## src/rtl/moore_seq_gen_pkg.sv

```systemverilog
// Shared types and constants for the moore_seq_gen serial pattern transmitter.
package moore_seq_gen_pkg;

  typedef enum logic [1:0] {
    ST_IDLE = 2'd0,
    ST_SEND = 2'd1,
    ST_GAP  = 2'd2,
    ST_DONE = 2'd3
  } state_e;

  // Fibonacci LFSR, taps 8,6,5,4 -> state bits 7,5,4,3
  localparam int unsigned     LFSR_W    = 8;
  localparam logic [LFSR_W-1:0] LFSR_TAPS = 8'b1011_1000;

  localparam int unsigned       DEF_PAT_W     = 4;
  localparam int unsigned       DEF_CNT_W     = 4;
  localparam int unsigned       DEF_GAP_W     = 4;
  localparam logic [LFSR_W-1:0] DEF_LFSR_SEED = 8'hA5;

endpackage

```

## src/rtl/moore_seq_gen_lfsr.sv

```systemverilog
// 8-bit Fibonacci LFSR with advance enable; used for gap fill in moore_seq_gen.
module seq_gen_lfsr
  import moore_seq_gen_pkg::*;
#(
  parameter logic [LFSR_W-1:0] SEED = DEF_LFSR_SEED
) (
  input  logic clk,
  input  logic rst_n,
  input  logic en,
  output logic out_bit
);

  logic [LFSR_W-1:0] lfsr_q, lfsr_d;

  always_comb begin
    lfsr_d = lfsr_q;
    if (en) lfsr_d = {lfsr_q[LFSR_W-2:0], ^(lfsr_q & LFSR_TAPS)};
  end

  always_ff @(posedge clk or negedge rst_n) begin
    if (!rst_n) lfsr_q <= SEED;
    else        lfsr_q <= lfsr_d;
  end

  assign out_bit = lfsr_q[LFSR_W-1];

endmodule

```

## src/rtl/moore_seq_gen.sv

```systemverilog
// Moore serial pattern transmitter: MSB-first pattern, repeat count, idle gap.
// Optional LFSR gap fill enabled by defining MOORE_SEQ_GEN_GAP_LFSR_EN.
module moore_seq_gen
  import moore_seq_gen_pkg::*;
#(
  parameter int unsigned       PAT_W     = DEF_PAT_W,
  parameter int unsigned       CNT_W     = DEF_CNT_W,
  parameter int unsigned       GAP_W     = DEF_GAP_W,
  parameter logic [LFSR_W-1:0] LFSR_SEED = DEF_LFSR_SEED
) (
  input  logic             clk,
  input  logic             rst,
  input  logic             start,
  input  logic             abort,
  input  logic [PAT_W-1:0] pattern,
  input  logic [CNT_W-1:0] repeat_cnt,
  input  logic [GAP_W-1:0] gap_len,
  output logic             x_out,
  output logic             bit_valid,
  output logic             frame_start,
  output logic             busy,
  output logic             done
);

  localparam int unsigned     IDX_W = $clog2(PAT_W);
  localparam logic [IDX_W-1:0] MSB_IDX = IDX_W'(PAT_W - 1);

  if (LFSR_SEED == '0) begin : g_bad_seed
    $error("moore_seq_gen: LFSR_SEED must be nonzero");
  end

  state_e           state_q, state_d;
  logic [IDX_W-1:0] bit_idx_q, bit_idx_d;
  logic [CNT_W-1:0] rep_q, rep_d;
  logic [GAP_W-1:0] gap_cnt_q, gap_cnt_d;
  logic [PAT_W-1:0] pat_q, pat_d;
  logic [GAP_W-1:0] gap_q, gap_d;
  logic             x_out_q, x_out_d;
  logic             bit_valid_q, bit_valid_d;
  logic             frame_start_q, frame_start_d;
  logic             busy_q, busy_d;
  logic             done_q, done_d;
  logic [IDX_W-1:0] idx_dec;
  logic             gap_fill_bit;

`ifdef MOORE_SEQ_GEN_GAP_LFSR_EN
  logic lfsr_adv;

  seq_gen_lfsr #(
    .SEED (LFSR_SEED)
  ) u_lfsr (
    .clk     (clk),
    .rst_n   (rst),
    .en      (lfsr_adv),
    .out_bit (gap_fill_bit)
  );
`else
  assign gap_fill_bit = 1'b0;
`endif

  assign idx_dec = bit_idx_q - 1'b1;

  // Outputs are computed for the next state and registered with it, so each
  // output is a pure function of the registered state and counters.
  always_comb begin
    state_d       = state_q;
    bit_idx_d     = bit_idx_q;
    rep_d         = rep_q;
    gap_cnt_d     = gap_cnt_q;
    pat_d         = pat_q;
    gap_d         = gap_q;
    x_out_d       = 1'b0;
    bit_valid_d   = 1'b0;
    frame_start_d = 1'b0;
    busy_d        = 1'b0;
    done_d        = 1'b0;

    unique case (state_q)
      ST_IDLE: begin
        if (start && !abort) begin
          pat_d = pattern;
          gap_d = gap_len;
          rep_d = repeat_cnt;
          if (repeat_cnt != '0) begin
            state_d       = ST_SEND;
            bit_idx_d     = MSB_IDX;
            x_out_d       = pattern[PAT_W-1];
            bit_valid_d   = 1'b1;
            frame_start_d = 1'b1;
            busy_d        = 1'b1;
          end else begin
            state_d = ST_DONE;
            done_d  = 1'b1;
          end
        end
      end

      ST_SEND: begin
        if (abort) begin
          state_d = ST_IDLE;
        end else if (bit_idx_q != '0) begin
          bit_idx_d   = idx_dec;
          x_out_d     = pat_q[idx_dec];
          bit_valid_d = 1'b1;
          busy_d      = 1'b1;
        end else if (rep_q == CNT_W'(1)) begin
          rep_d   = '0;
          state_d = ST_DONE;
          done_d  = 1'b1;
        end else begin
          rep_d  = rep_q - 1'b1;
          busy_d = 1'b1;
          if (gap_q == '0) begin
            bit_idx_d     = MSB_IDX;
            x_out_d       = pat_q[PAT_W-1];
            bit_valid_d   = 1'b1;
            frame_start_d = 1'b1;
          end else begin
            state_d   = ST_GAP;
            gap_cnt_d = gap_q;
            x_out_d   = gap_fill_bit;
          end
        end
      end

      ST_GAP: begin
        if (abort) begin
          state_d   = ST_IDLE;
          gap_cnt_d = '0;
        end else if (gap_cnt_q == GAP_W'(1)) begin
          state_d       = ST_SEND;
          gap_cnt_d     = '0;
          bit_idx_d     = MSB_IDX;
          x_out_d       = pat_q[PAT_W-1];
          bit_valid_d   = 1'b1;
          frame_start_d = 1'b1;
          busy_d        = 1'b1;
        end else begin
          gap_cnt_d = gap_cnt_q - 1'b1;
          x_out_d   = gap_fill_bit;
          busy_d    = 1'b1;
        end
      end

      ST_DONE: begin
        state_d = ST_IDLE;
      end

      default: state_d = ST_IDLE;
    endcase

`ifdef MOORE_SEQ_GEN_GAP_LFSR_EN
    // One LFSR step per GAP cycle: the bit shown is consumed as it is loaded.
    lfsr_adv = (state_d == ST_GAP);
`endif
  end

  always_ff @(posedge clk or negedge rst) begin
    if (!rst) begin
      state_q       <= ST_IDLE;
      bit_idx_q     <= '0;
      rep_q         <= '0;
      gap_cnt_q     <= '0;
      pat_q         <= '0;
      gap_q         <= '0;
      x_out_q       <= 1'b0;
      bit_valid_q   <= 1'b0;
      frame_start_q <= 1'b0;
      busy_q        <= 1'b0;
      done_q        <= 1'b0;
    end else begin
      state_q       <= state_d;
      bit_idx_q     <= bit_idx_d;
      rep_q         <= rep_d;
      gap_cnt_q     <= gap_cnt_d;
      pat_q         <= pat_d;
      gap_q         <= gap_d;
      x_out_q       <= x_out_d;
      bit_valid_q   <= bit_valid_d;
      frame_start_q <= frame_start_d;
      busy_q        <= busy_d;
      done_q        <= done_d;
    end
  end

  assign x_out       = x_out_q;
  assign bit_valid   = bit_valid_q;
  assign frame_start = frame_start_q;
  assign busy        = busy_q;
  assign done        = done_q;

endmodule

```

## config.mk

```make
export PLATFORM = sky130hd
export DESIGN_NAME = moore_seq_gen
export DESIGN_NICKNAME = d
export VERILOG_FILES = /design/src/rtl/moore_seq_gen_pkg.sv /design/src/rtl/moore_seq_gen_lfsr.sv /design/src/rtl/moore_seq_gen.sv
export SDC_FILE = /design/constraint.sdc
export NUM_CORES = 1
export LEC_CHECK = 0
export ABC_AREA = 1
export CORE_AREA = 2 2 56 58
export CTS_BUF_LIST = sky130_fd_sc_hd__clkbuf_4
export CTS_CLUSTER_SIZE = 16
export DETAILED_ROUTE_END_ITERATION = 8
export DIE_AREA = 0 0 58 60
export GPL_TIMING_DRIVEN = 0
export PLACE_DENSITY = 0.78
export REMOVE_ABC_BUFFERS = 1
export SLEW_MARGIN = 20
export SYNTH_ARGS = -nofsm -noshare
export SYNTH_HDL_FRONTEND = slang
export SYNTH_SLANG_ARGS = --single-unit
```

## constraint.sdc

```tcl
create_clock -name clk -period 1.7 [get_ports clk]
set_clock_uncertainty 0.05 [all_clocks]
set_input_delay 0.425 -clock clk [delete_from_list [all_inputs] [get_ports clk]]
set_output_delay 0.425 -clock clk [all_outputs]
set_load 0.1 [all_outputs]
```

==> impl_metrics.ini <==
[critical_path]
cp-startpoint = busy$_DFF_PN0_
cp_slowest_cell = buf_2
cp.depth = 1
cp_data_arrival_time_ps = 1100
rr_endpoint = gap_cnt_q[0]$_DFFE_PN0P_
critical_path_required_ps = 1220
cpPeakStageDelay_ps = 420
crit_path_start_kind = flop
path_buf_inv = 1
crit_path_max_fanout = 1
critical-path-top-delay-family = buffers and inverters
r2r_cells = 7
ff2ff_setup_slack_ps = 210
path_class = flop to primary output
rr_startpoint = bit_idx_q[0]$_DFFE_PN0P_
crit_chain = buf_2
endpoint = busy
end_kind = primary output

[route]
ant_nets = 0
dr.first_iter.drc_count = 50
wl_um = 2940
drc_errors = 0
vias = 1323
routed_via_density = 5.09
wl_per_cell_um = 11.3
drtPass1Iterations = 4

[cells_and_area]
syn_to_final_growth_pct = 17.6
antenna_cells = 0
drive_gt1_frac = 0.189
final_area_um2 = 1790
finalNetCount = 249
instances_no_fill = 260

[yosys]
yosys.area.top_type = dfrtp_1
ys_ff_latch = 25
synthCells = 201
ys_types = 24
yosys_warnings = 0
yosysSeqAreaShare = 0.411
syn_area_um2 = 1520
synthTopCellsByArea = dfrtp_1 41%, nand2_1 17%, nor2_4 6.7%
avgSynthCellArea_um2 = 7.58
yosys.area.top_type_share = 0.411

[clock_network]
clkTransAtPathRegs_ps = 140
cts_tree = done
clockBufferDepth = 2
cts_inserted_buffers = 3
cts_hold_buf = 0
clockRootBuffer = clkbuf_4
cts-htree-levels = 1
clock_latency_ps = 320
clock_sinks = 25

[grt]
grt_first_pass_wirelength_um = 5190
grt_max_degree = 26
grt_pass1_vias = 1218
overflow = 0
globalRouteTotalUtil = 0.196
grt_antenna_before_repair = 0

[power_and_ir_drop]
ir_worst_vdd_v = 0.00115
power_density_nw_per_um2 = 1850
leakagePower_nw = 0.910

[sta]
period_needed_ps = 1580
fmax_mhz = 634
drv_slew = 0
rsz0062_at_grt = false
setup_violations = 0
finalCritPeriodShare = 0.928
hold_viol = 0
slew-limit-headroom = 0.642
tightest_slew_ps = 537

[die]
die_area_um2 = 3480
die_w_um = 58
core_um2 = 2900
die_h_um = 60
initial_utilization = 0.525
core.rowCount = 20
io_pins = 21

[run_status]
outcome = completed

[placement]
port_buffers = 20
place_area_um2 = 1760
place_inst = 253
hpwl_um = 2270
globalplace.congestion = 0.888

[run]
maxCapViolations = 0

[min_path]
hold_class = input port to async pin
## area by class of cell
class                           instances  area [um2]
Fill cell                             273        1110
Clock buffer                            3        22.5
Sequential cell                        25         626
Timing Repair Buffer                   23         193
Multi-Input combinational cell        154         823
Tap cell                               33        41.3
Inverter                               21        81.3
Clock inverter                          1        5.00
## sequential cells by signal, indices dropped and copies added, names as in the netlist
name	cells
done	1
busy	1
state_q	2
frame_start	1
pat_q	4
gap_cnt_q	4
gap_q	4
x_out	1
rep_q	4
bit_valid	1
bit_idx_q	2
## where the power goes
| group | total, mW | internal [mW] | switching, mW |
|---|---|---|---|
| Sequential | 1.10 | 0.865 | 0.230 |
| Combinational | 1.94 | 0.631 | 1.31 |
| Clock | 0.270 | 0.0882 | 0.182 |
| Total | 3.31 | 1.58 | 1.72 |
## repair_timing
action / CTS / global route
setup buffers: 0 / 3
endpoints found under the setup margin: 5 / 16
gates resized for setup: 17 / 11
pin swaps: 0 / 1
## worst min-delay path by stage
stage	end	cells after the start
final	rep_q[2]$_DFFE_PN0P_	1
after floorplan	bit_idx_q[0]$_DFFE_PN0P_	0
after global routing	rep_q[1]$_DFFE_PN0P_	1
after detailed placement	rep_q[1]$_DFFE_PN0P_	1
after CTS	done$_DFF_PN0_	1
after global placement	pat_q[1]$_DFFE_PN0P_	2
## worst register-to-register path, cell delays in order (launching register included)
cell	delay, ps
dfrtp_1	450
inv_1	90
ha_1	320
nand2_1	110
o21ai_2	150
nand2_2	100
nand2_1	70
nand2_1	50
## kinds of logic (layout without fill, tap and decap cells)
group                    count (synthesis)  in the layout  synth area share
AND/OR/NAND/NOR                        124            124             0.402
flip-flops                              25             25             0.411
AO/OA/AOI/OAI                           24             24            0.0846
buffers and inverters                   22             48            0.0558
adder cells (fa/ha/maj)                  5              5            0.0411
XOR/XNOR                                 1              1           0.00575
## through the flow
step                      total power, mW   util  setup slack (ps)  hold WS [ps]  setup TNS, ps
after floorplan                      2.63      -               328          79.4              0
after global placement               3.02  0.607              -240           407          -6820
after detailed placement             3.06  0.605              -265           402          -3630
after CTS                            3.32  0.616            0.0578          37.2              0
after global routing                 3.64  0.617              14.6          34.8              0
final                                3.31  0.617               122          8.15              0
## cells in the mapped netlist
cell and instances:
nand2_1 71, dfrtp_1 25, inv_1 17, nor2_1 15
o21ai_0 11, nand3_1 10, nor2_4 9, a21oi_1 5
ha_1 5, nand2_2 5, o21ai_1 5, nand2_4 4
nand4_1 4, inv_2 3, nor2_2 3, a21oi_2 1
clkbuf_1 1, inv_4 1, nand3b_1 1, nor3_1 1
o21ai_2 1, o22ai_1 1, or2_2 1, xnor2_1 1
## layer usage
layer | global-route usage | up-vias | routed length [um]
li1 | - | 689 | -
met3 | 0.0195 | 7 | 135
met2 | 0.328 | 34 | 1420
met4 | 0.0930 | 0 | 64
met1 | 0.257 | 593 | 1320
met5 | 0 | - | 0
## placed cells by master, fill, tap and decap left out, drive strengths merged
cell type       n
clkinv          1
nand3          10
or2             1
o21ai          17
xnor2           1
clkdlybuf4s50  14
nand2          80
nand4           4
ha              5
nor3            1
dfrtp          25
inv            21
buf             9
nor2           27
a21oi           6
o22ai           1
nand3b          1
clkbuf          3
Power figures use the tool's default switching activity.
